[src/rtl/vc_ingress_buffer_pkg.sv]
// Shared constants and helpers for the virtual-channel ingress buffer.
// Holds the default geometry, the depth and count-width formulas, and the VC field decode.
package vc_pkg;

  localparam int DEF_DATA_WIDTH = 6;
  localparam int DEF_NUM_VC     = 2;
  localparam int DEF_ADDR_WIDTH = 2;

  function automatic int depth_of(input int addr_width);
    return 1 << addr_width;
  endfunction

  // One extra bit so that a completely full FIFO is distinguishable from an empty one.
  function automatic int cnt_w_of(input int addr_width);
    return addr_width + 1;
  endfunction

  // The VC number is carried in the top sel_w bits of the word.
  function automatic int unsigned vc_field(input logic [63:0] word, input int data_width,
                                           input int sel_w);
    logic [63:0] sh;
    logic [63:0] mask;
    sh   = word >> (data_width - sel_w);
    mask = (64'd1 << sel_w) - 64'd1;
    return 32'(sh & mask);
  endfunction

endpackage

[src/rtl/vc_ingress_buffer_if.sv]
// Handshake and status bundle between the upstream source (master) and the ingress buffer (slave).
interface vc_ingress_buffer_if #(
  parameter int DATA_WIDTH = 6,
  parameter int NUM_VC     = 2,
  parameter int ADDR_WIDTH = 2
);
  logic                         wr_enable;
  logic [DATA_WIDTH-1:0]        data_in;
  logic [NUM_VC-1:0]            pop;
  logic [ADDR_WIDTH:0]          umbral_almost_full;
  logic [ADDR_WIDTH:0]          umbral_almost_empty;
  logic [NUM_VC*DATA_WIDTH-1:0] data_out;
  logic [NUM_VC-1:0]            full;
  logic [NUM_VC-1:0]            empty;
  logic [NUM_VC-1:0]            almost_full;
  logic [NUM_VC-1:0]            almost_empty;
  logic [NUM_VC-1:0]            error;
  logic                         pause;

  modport master (
    output wr_enable, data_in, pop, umbral_almost_full, umbral_almost_empty,
    input  data_out, full, empty, almost_full, almost_empty, error, pause
  );

  modport slave (
    input  wr_enable, data_in, pop, umbral_almost_full, umbral_almost_empty,
    output data_out, full, empty, almost_full, almost_empty, error, pause
  );
endinterface

[src/rtl/vc_ingress_buffer_fifo_param.sv]
// One synchronous FIFO with occupancy flags, sticky overflow/underflow error and a registered read port.
module fifo_param
  import vc_pkg::*;
#(
  parameter int DATA_WIDTH = DEF_DATA_WIDTH,
  parameter int ADDR_WIDTH = DEF_ADDR_WIDTH
) (
  input  logic                  clk,
  input  logic                  reset,
  input  logic                  push,
  input  logic                  pop,
  input  logic [DATA_WIDTH-1:0] wdata,
  input  logic [ADDR_WIDTH:0]   umbral_almost_full,
  input  logic [ADDR_WIDTH:0]   umbral_almost_empty,
  output logic [DATA_WIDTH-1:0] rdata,
  output logic                  full,
  output logic                  empty,
  output logic                  almost_full,
  output logic                  almost_empty,
  output logic                  almost_full_nxt,
  output logic                  error
);
  localparam int DEPTH = depth_of(ADDR_WIDTH);
  localparam int CNT_W = cnt_w_of(ADDR_WIDTH);
  localparam logic [CNT_W-1:0] DEPTH_C = CNT_W'(DEPTH);

  logic [DATA_WIDTH-1:0] mem_q [DEPTH];
  logic [ADDR_WIDTH-1:0] wr_ptr_q, wr_ptr_d;
  logic [ADDR_WIDTH-1:0] rd_ptr_q, rd_ptr_d;
  logic [CNT_W-1:0]      count_q, count_d;
  logic [DATA_WIDTH-1:0] rdata_q, rdata_d;
  logic                  error_q, error_d;
  logic                  is_full, is_empty, push_ok, pop_ok;

  always_comb begin
    is_full  = (count_q == DEPTH_C);
    is_empty = (count_q == '0);
    pop_ok   = pop && !is_empty;
    // A full FIFO still takes a push when the same edge frees a slot.
    push_ok  = push && (!is_full || pop_ok);
    wr_ptr_d = wr_ptr_q;
    rd_ptr_d = rd_ptr_q;
    count_d  = count_q;
    rdata_d  = rdata_q;
    error_d  = error_q;
    if (push_ok) wr_ptr_d = wr_ptr_q + 1'b1;
    if (pop_ok) begin
      rd_ptr_d = rd_ptr_q + 1'b1;
      rdata_d  = mem_q[rd_ptr_q];
    end
    case ({push_ok, pop_ok})
      2'b10:   count_d = count_q + 1'b1;
      2'b01:   count_d = count_q - 1'b1;
      default: count_d = count_q;
    endcase
    if ((push && !push_ok) || (pop && is_empty)) error_d = 1'b1;
    almost_full_nxt = (count_d >= umbral_almost_full);
  end

  always_ff @(posedge clk) begin
    if (reset && push_ok) mem_q[wr_ptr_q] <= wdata;
  end

  always_ff @(posedge clk) begin
    if (!reset) begin
      wr_ptr_q <= '0;
      rd_ptr_q <= '0;
      count_q  <= '0;
      rdata_q  <= '0;
      error_q  <= 1'b0;
    end else begin
      wr_ptr_q <= wr_ptr_d;
      rd_ptr_q <= rd_ptr_d;
      count_q  <= count_d;
      rdata_q  <= rdata_d;
      error_q  <= error_d;
    end
  end

  // Flags follow the registered count, so thresholds act on them immediately.
  assign full         = is_full;
  assign empty        = is_empty;
  assign almost_full  = (count_q >= umbral_almost_full);
  assign almost_empty = (count_q <= umbral_almost_empty);
  assign rdata        = rdata_q;
  assign error        = error_q;

endmodule

[src/rtl/vc_ingress_buffer.sv]
// Ingress stage: steers each word to the FIFO named by its VC field and throttles the source via pause.
module vc_ingress_buffer
  import vc_pkg::*;
#(
  parameter int DATA_WIDTH = DEF_DATA_WIDTH,
  parameter int NUM_VC     = DEF_NUM_VC,
  parameter int ADDR_WIDTH = DEF_ADDR_WIDTH
) (
  input logic              clk,
  input logic              reset,
  vc_ingress_buffer_if.slave bus
);
  localparam int VC_SEL_W = $clog2(NUM_VC);

  logic [VC_SEL_W-1:0]          vc_sel;
  logic [NUM_VC-1:0]            push_vec;
  logic [NUM_VC-1:0]            af_nxt;
  logic [NUM_VC*DATA_WIDTH-1:0] data_out_w;
  logic [NUM_VC-1:0]            full_w, empty_w, af_w, ae_w, error_w;
  logic                         pause_q, pause_d;

  always_comb begin
    vc_sel   = VC_SEL_W'(vc_field(64'(bus.data_in), DATA_WIDTH, VC_SEL_W));
    push_vec = '0;
    for (int k = 0; k < NUM_VC; k++) begin
      push_vec[k] = bus.wr_enable && (vc_sel == VC_SEL_W'(k));
    end
    pause_d = |af_nxt;
  end

  for (genvar g = 0; g < NUM_VC; g++) begin : g_vc
    fifo_param #(
      .DATA_WIDTH(DATA_WIDTH),
      .ADDR_WIDTH(ADDR_WIDTH)
    ) u_fifo (
      .clk                (clk),
      .reset              (reset),
      .push               (push_vec[g]),
      .pop                (bus.pop[g]),
      .wdata              (bus.data_in),
      .umbral_almost_full (bus.umbral_almost_full),
      .umbral_almost_empty(bus.umbral_almost_empty),
      .rdata              (data_out_w[g*DATA_WIDTH +: DATA_WIDTH]),
      .full               (full_w[g]),
      .empty              (empty_w[g]),
      .almost_full        (af_w[g]),
      .almost_empty       (ae_w[g]),
      .almost_full_nxt    (af_nxt[g]),
      .error              (error_w[g])
    );
  end

  // pause is registered from next-state almost_full so it rises together with the flag.
  always_ff @(posedge clk) begin
    if (!reset) pause_q <= 1'b0;
    else        pause_q <= pause_d;
  end

  assign bus.data_out     = data_out_w;
  assign bus.full         = full_w;
  assign bus.empty        = empty_w;
  assign bus.almost_full  = af_w;
  assign bus.almost_empty = ae_w;
  assign bus.error        = error_w;
  assign bus.pause        = pause_q;

endmodule

[src/flat_wrapper.sv]
// flat-port wrapper written by rule: the top's interface ports become plain ports
module vc_ingress_buffer_flat import vc_pkg::*;
#(
  parameter int DATA_WIDTH = DEF_DATA_WIDTH,
  parameter int NUM_VC     = DEF_NUM_VC,
  parameter int ADDR_WIDTH = DEF_ADDR_WIDTH
)
  (clk, reset, bus_wr_enable, bus_data_in, bus_pop, bus_umbral_almost_full, bus_umbral_almost_empty, bus_data_out, bus_full, bus_empty, bus_almost_full, bus_almost_empty, bus_error, bus_pause);
  vc_ingress_buffer_if #(.DATA_WIDTH(DATA_WIDTH), .NUM_VC(NUM_VC), .ADDR_WIDTH(ADDR_WIDTH)) bus_i ();
  input logic clk;
  input logic reset;
  input wire logic [$bits(bus_i.wr_enable)-1:0] bus_wr_enable;
  input wire logic [$bits(bus_i.data_in)-1:0] bus_data_in;
  input wire logic [$bits(bus_i.pop)-1:0] bus_pop;
  input wire logic [$bits(bus_i.umbral_almost_full)-1:0] bus_umbral_almost_full;
  input wire logic [$bits(bus_i.umbral_almost_empty)-1:0] bus_umbral_almost_empty;
  output wire logic [$bits(bus_i.data_out)-1:0] bus_data_out;
  output wire logic [$bits(bus_i.full)-1:0] bus_full;
  output wire logic [$bits(bus_i.empty)-1:0] bus_empty;
  output wire logic [$bits(bus_i.almost_full)-1:0] bus_almost_full;
  output wire logic [$bits(bus_i.almost_empty)-1:0] bus_almost_empty;
  output wire logic [$bits(bus_i.error)-1:0] bus_error;
  output wire logic [$bits(bus_i.pause)-1:0] bus_pause;
  assign bus_i.wr_enable = bus_wr_enable;
  assign bus_i.data_in = bus_data_in;
  assign bus_i.pop = bus_pop;
  assign bus_i.umbral_almost_full = bus_umbral_almost_full;
  assign bus_i.umbral_almost_empty = bus_umbral_almost_empty;
  assign bus_data_out = bus_i.data_out;
  assign bus_full = bus_i.full;
  assign bus_empty = bus_i.empty;
  assign bus_almost_full = bus_i.almost_full;
  assign bus_almost_empty = bus_i.almost_empty;
  assign bus_error = bus_i.error;
  assign bus_pause = bus_i.pause;
  vc_ingress_buffer #(.DATA_WIDTH(DATA_WIDTH), .NUM_VC(NUM_VC), .ADDR_WIDTH(ADDR_WIDTH)) u_core (.clk(clk), .reset(reset), .bus(bus_i));
endmodule
[config.mk]
export PLATFORM = sky130hd
export DESIGN_NAME = vc_ingress_buffer_flat
export DESIGN_NICKNAME = d
export VERILOG_FILES = /design/src/rtl/vc_ingress_buffer_pkg.sv /design/src/rtl/vc_ingress_buffer_if.sv /design/src/rtl/vc_ingress_buffer_fifo_param.sv /design/src/rtl/vc_ingress_buffer.sv /design/src/flat_wrapper.sv
export SDC_FILE = /design/constraint.sdc
export NUM_CORES = 1
export LEC_CHECK = 0
export CORE_MARGIN = 10
export CORE_UTILIZATION = 50
export DETAILED_ROUTE_END_ITERATION = 12
export PLACE_DENSITY = 0.72
export SLEW_MARGIN = 20
export SYNTH_ARGS = -nofsm -noshare
export SYNTH_HDL_FRONTEND = slang
export SYNTH_SLANG_ARGS = --single-unit
[constraint.sdc]
create_clock -name clk -period 3.58 [get_ports clk]
set_input_delay 0.537 -clock clk [delete_from_list [all_inputs] [get_ports clk]]
set_output_delay 0.537 -clock clk [all_outputs]
set_load 0.1 [all_outputs]
; ---- After elaboration in Yosys (flattened, before gate mapping)
; Memories as Yosys holds them, arrays and structs flattened. A register that Yosys moved wholly into a read port is not among the register bits.
; Cells that the tools add are included.
; W data, S select, Z words.
[word_totals]
regBits = 17
mem_bits_rw = 48
inputBits = 17
elab_cells = 65
n_memories = 2
[mem_list]
columns = memory, depth, word_bits, rd, rd_ports_with_merged_regs, write_ports, line
row1 = u_core.g_vc[0].u_fifo.mem_q, 4, 6, 1, 1, 1, vc_ingress_buffer_fifo_param.sv:27  ; logic [DATA_WIDTH-1:0] mem_q [DEPTH];
row2 = u_core.g_vc[1].u_fifo.mem_q, 4, 6, 1, 1, 1, vc_ingress_buffer_fifo_param.sv:27
[classes]
n_addsub = 8
n_lt_le_gt_ge = 6
eq_ne = 6
n_mux = 6
n_bitwise = 1
reduce_logical = 27
[op_table]
columns = cell, n
row1 = $ge A3 B3 Y1, 4
row2 = $logic_and A1 B1 Y1, 12
row3 = $pmux W3 S2, 2
row4 = $add A2 B1 Y2 const B, 4
row5 = $logic_not A1 Y1, 8
row6 = $add A3 B1 Y3 const B, 2
row7 = $eq A3 B3 Y1 const B, 2
row8 = $le A3 B3 Y1, 2
row9 = $logic_not A3 Y1, 2
row10 = $sub A3 B1 Y3 const B, 2
row11 = $eq A2 B1 Y1 const B, 2
row12 = $eq A2 B2 Y1 const B, 2
row13 = $logic_or A1 B1 Y1, 4
row14 = $mux W1, 4
row15 = $reduce_or A2 Y1, 1
row16 = $not A1 Y1, 1

; ---- Logic depth before layout (Yosys ltp)
[depth]
ltp_word = 9
ltp_mapped = 11

; ---- By module
; From an unflattened synthesis, not the netlist that was laid out.
[unflattened]
cells_unflattened = 310
hier_area_um2 = 3767.4
[by_module_without_submodules]
columns = module, instances, cells_per_inst, area_each_um2
row1 = fifo_param, 2, 153, 1861.8
row2 = vc_ingress_buffer, 1, 4, 43.8

; ---- Least setup slack after synthesis
; OpenSTA, ideal clock, no wires.
[synth_timing]
kind = register to register
start = register u_core.g_vc[0].u_fifo.count_q[2]
end = register u_core.pause_q, in the netlist u_core.bus.pause
setup_ns = 0.120
arrival_ns = 2.546
required_ns = 3.460
setup_slack_ns = 0.914
path_stages_with_launch = 12
path_buffers = 1
synth_period_minus_slack_ns = 2.666
cell_sequence = dfxtp_1 -> buf_4 -> o31ai_4 -> nor2_1 -> fa_1 -> nor3_1 -> a31oi_4 -> xnor2_1 -> ha_1 -> inv_1 -> o22ai_1 -> o31a_1
[synth_via]
elab_chain_cells = 9
word_cells_on_any_way = 14
classes_between = add/sub (2) / order compare (1) / eq/ne (3) / mux (1) / reduce/logical (7)
[synth_lines]
columns = item, line
row1 = "start, declared", vc_ingress_buffer_fifo_param.sv:30  ; logic [CNT_W-1:0] count_q, count_d;
row2 = "start signal, assigned", vc_ingress_buffer_fifo_param.sv:74  ; count_q <= count_d;
row3 = $logic_not A3 Y1, vc_ingress_buffer_fifo_param.sv:37  ; is_empty = (count_q == '0);
row4 = $logic_not A1 Y1, vc_ingress_buffer_fifo_param.sv:38  ; pop_ok = pop && !is_empty;
row5 = $logic_and A1 B1 Y1, vc_ingress_buffer_fifo_param.sv:38
row6 = $logic_or A1 B1 Y1, vc_ingress_buffer_fifo_param.sv:40  ; push_ok = push && (!is_full || pop_ok);
row7 = $logic_and A1 B1 Y1, vc_ingress_buffer_fifo_param.sv:40
row8 = $eq A2 B1 Y1 / $eq A2 B2 Y1 (equally long branches), vc_ingress_buffer_fifo_param.sv:51  ; case ({push_ok, pop_ok})
row9 = $pmux W3 S2 (*), vc_ingress_buffer_fifo_param.sv:51
row10 = named net u_core.g_vc[0].u_fifo.count_d[2], vc_ingress_buffer_fifo_param.sv:30
row11 = $ge A3 B3 Y1 (*), vc_ingress_buffer_fifo_param.sv:57  ; almost_full_nxt = (count_d >= umbral_almost_full);
row12 = $reduce_or A2 Y1 (*), vc_ingress_buffer.sv:28  ; pause_d = |af_nxt;
row13 = "end signal, assigned", vc_ingress_buffer.sv:56  ; else pause_q <= pause_d;
row14 = "end, declared", vc_ingress_buffer.sv:20  ; logic pause_q, pause_d;
; Mark *: on every way through the listed nets, which the timed path passes. The rest lies on a longest branch.
; A chain may end at the register's enable or synchronous reset.

; ---- Worst setup path after layout
[layout_timing]
start = register u_core.g_vc[0].u_fifo.count_q[1]
end = register u_core.pause_q, in the netlist u_core.bus.pause
; The elaborated chain is that of the path after synthesis.

==> impl_metrics.csv <==
group,metric,value,unit
die,start_util,52.31,%
timing,setup_ws,0.6491,ns
synth,synth_cell_types,47,
setup_path,path_depth,10,
timing,relSlewSlack,34.10,%
cells_and_area,stdcell_area,4484,um2
clock_tree,cts-root-buf,"clkbuf_8",
synth,async_flop_share,0,%
routing,drc,0,
timing,period_share,81.87,%
timing,slew_viol_final,0,
placed_design,placedInstanceArea,4245,um2
die,num_rows,31,
clock_tree,htree_num_levels,3,
placed_design,placed_cells,422,
routing,drt-initial-drc-count,163,
setup_path,worstPathArrival,3.17,ns
setup_path,path_cells,"o31ai_4, nor2_1, fa_1, nor3_1, a31oi_4, xnor2_1, ha_1, inv_1, o22ai_1, o31a_1",
setup_path,critPathMaxFanout,15,
clock_tree,cts_tree,"done",
timing,tns,0,ns
clock_tree,clk-insertion-delay-late,0.35,ns
placed_design,portBuffers,39,
run,maxCapViolCount,0,
timing,tightest_slew,0.9854,ns
cells_and_area,n_antenna_cell,0,
worst_hold_path,min_to,"u_core.g_vc[1].u_fifo.rdata[3]",
power_and_ir_drop,p_leak,1.671,nW
synth,synth_edf_count,48,
timing,whs,0.4696,ns
setup_path,crit_family,"compound AO/OA/AOI/OAI gates",
timing,fin_skew,0.009118,ns
cells_and_area,nets,379,
synth,synth_nets,347,
clock_tree,clockBufferDepth,2,
setup_path,slowest_delay,0.58,ns
die,dieArea,11620,um2
die,dieHeight,107.8,um
worst_hold_path,hold_class,"reg -> reg",
placed_design,hpwl,5012,um
setup_path,reg2reg_depth,10,
synth,ys.flop_type,"edfxtp_1",
power_and_ir_drop,vdd_drop_max,0.3986,mV
die,coreArea,7370,um2
synth,syn_avg_cell_area,12.76,um2
timing,hold_viol_final,0,
routing,wire_per_inst,16.01,um
power_and_ir_drop,p_per_area,585.2,nW/um2
clock_tree,cts.sinks,77,
die,die_w,107.8,um
setup_path,regToRegSetupSlack,0.65,ns
setup_path,crit_required,3.82,ns
clock_tree,cts_made_buffers,9,
cells_and_area,synthToLayoutAreaGrowth,16.33,%
timing,final-setup-viol-count,0,
clock_tree,cts_resized,0,
synth,ys_ff_latch,77,
cells_and_area,stdcell_count,438,
routing,viasPerCell,5.279,
placed_design,gp_congestion,0.7494,
routing,ant_nets,0,
setup_path,cp-end-kind,"register",
synth,yosysSeqAreaShare,52.45,%
setup_path,path_buf_inv,1,
routing,vias,2312,
timing,rsz0062_at_grt,"no",
global_route,grt_pass1_wl,11650,um
worst_hold_path,hp-start,"u_core.g_vc[1].u_fifo.rdata[3]",
timing,fmax,341.2,MHz
global_route,grt_usage,12.86,%
routing,firstDrtPassIters,4,
timing,fin_crit,2.931,ns
synth,ys_warn_count,0,
global_route,antenna_found_initial,0,
clock_tree,post_cts_buffers,0,
clock_tree,clk_pin_slew,0.08,ns
placed_design,pre_cts_slack,0.3614,ns
setup_path,reg2reg_from,"u_core.g_vc[0].u_fifo.count_q[1]",
setup_path,crit_type,"reg -> reg",
synth,synthCells,302,
cells_and_area,drive_above_1_share,15.63,%
clock_tree,hold_buffers,0,
outcome,status,"finished, final reports clean",
global_route,gr-total-overflow,0,
routing,routed_wl,7011,um
die,ios,40,
synth,syn-cell-area,3855,um2
global_route,grt_pass1_vias,2396,
setup_path,setup.worst_path.start_class,"register",
setup_path,slowest_stage,"o31ai_4",
global_route,grt_max_degree,19,
worst_hold_path,hold_depth,2,
setup_path,r2r-end,"u_core.bus.pause",
==> registers in the layout, summed over array words and instances (netlist names) <==
signal                       count
u_core.g_vc.u_fifo.error         2
u_core.g_vc.u_fifo.rd_ptr_q      4
u_core.g_vc.u_fifo.mem_q        48
u_core.g_vc.u_fifo.rdata        12
u_core.g_vc.u_fifo.count_q       6
u_core.bus.pause                 1
u_core.g_vc.u_fifo.wr_ptr_q      4
==> per-layer routing <==
| metal | vias up | share of wire [%] | GRT usage (%) | wire, um |
|---|---|---|---|---|
| met1 | 1102 | 44 | 15.42 | 3079 |
| met2 | 49 | 48 | 20.86 | 3387 |
| met4 | 0 | 2.3 | 6.870 | 160 |
| met5 | - | 0 | 0 | 0 |
| met3 | 11 | 5.5 | 3.114 | 383 |
| li1 | 1150 | - | - | - |
==> area by class of cell <==
type | instances | area [um2]
fillers | 603 | 2885
repair buffers | 45 | 415.4
clock inverters | 5 | 97.59
well taps | 99 | 123.9
inverters | 15 | 56.30
flip-flops and latches | 77 | 2022
multi-input cells | 186 | 1628
clock buffers | 11 | 141.4
==> how the worst max path moves through the flow <==
| stage | start | endpoint | slack, ns |
|---|---|---|---|
| after floorplan | u_core.g_vc[0].u_fifo.count_q[2] | u_core.bus.pause | 0.91 |
| after global placement | bus_pop[0] | u_core.bus.pause | 0.43 |
| after global routing | u_core.g_vc[0].u_fifo.count_q[1] | u_core.bus.pause | 0.43 |
| after detailed placement | bus_data_in[5] | u_core.bus.pause | 0.36 |
| final | u_core.g_vc[0].u_fifo.count_q[1] | u_core.bus.pause | 0.65 |
| after CTS | u_core.g_vc[0].u_fifo.count_q[1] | u_core.bus.pause | 0.66 |
==> worst register-to-register path, delay by kind of cell (launching register included) <==
| kind | cells | cell delay (ns) |
|---|---|---|
| AO/OA/AOI/OAI | 4 | 0.93 |
| adder cells (fa/ha/maj) | 2 | 0.69 |
| flip-flops | 1 | 0.50 |
| AND/OR/NAND/NOR | 2 | 0.46 |
| XOR/XNOR | 1 | 0.18 |
| buffers and inverters | 1 | 0.05 |
==> power by group <==
group          switching [mW]  internal, mW  total [mW]
clock network           0.307         0.478       0.785
registers              0.0680         0.990        1.06
logic                   0.520         0.262       0.782
==> cell usage after synthesis (6+ instances only) <==
master | count | share of area (%)
nand2_1 | 35 | 3.4
edfxtp_1 | 48 | 37
buf_4 | 12 | 2.3
clkbuf_1 | 6 | 0.58
o21ai_0 | 6 | 0.78
ha_1 | 26 | 8.4
xnor2_1 | 9 | 2.0
mux4_2 | 12 | 7.0
and3_1 | 9 | 1.5
inv_1 | 14 | 1.4
dfxtp_1 | 29 | 15
a21oi_1 | 6 | 0.78
and2_1 | 7 | 1.1
a21boi_0 | 12 | 2.3
==> stage by stage <==
step | total power [mW] | util [%]
floorplan | 1.732 | -
global placement | 1.854 | 57.61
detailed placement | 1.868 | 57.61
CTS | 2.649 | 60.85
global route | 2.746 | 60.85
finish | 2.624 | 60.85
==> cells by family after synthesis <==
| kind of cell | Yosys count | share of synthesized area [%] |
|---|---|---|
| AND/OR/NAND/NOR | 78 | 10.09 |
| flip-flops | 77 | 52.45 |
| AO/OA/AOI/OAI | 50 | 10.97 |
| buffers and inverters | 39 | 5.323 |
| adder cells (fa/ha/maj) | 28 | 9.477 |
| multiplexers | 19 | 8.991 |
| XOR/XNOR | 11 | 2.694 |
==> placed cells by master, fill, tap and decap left out, drive strengths merged, types with 2 or more instances in the layout <==
master         count
nor2b              6
mux2               2
clkinv             2
a21boi            12
nand2b             5
a21o               5
nand3              5
nor3               4
o31a               3
fa                 2
and2               7
o31ai              2
nor2               3
o21a               5
and3               9
bufinv             3
xnor2             10
a211oi             2
dfxtp             29
a31oi              3
clkbuf            11
buf               14
o21ai              6
edfxtp            48
nand2             35
inv               15
o211ai             2
clkdlybuf4s50     31
mux2i              5
ha                26
mux4              12
a21oi              6
Note: power is estimated with default switching activity, not from simulation.
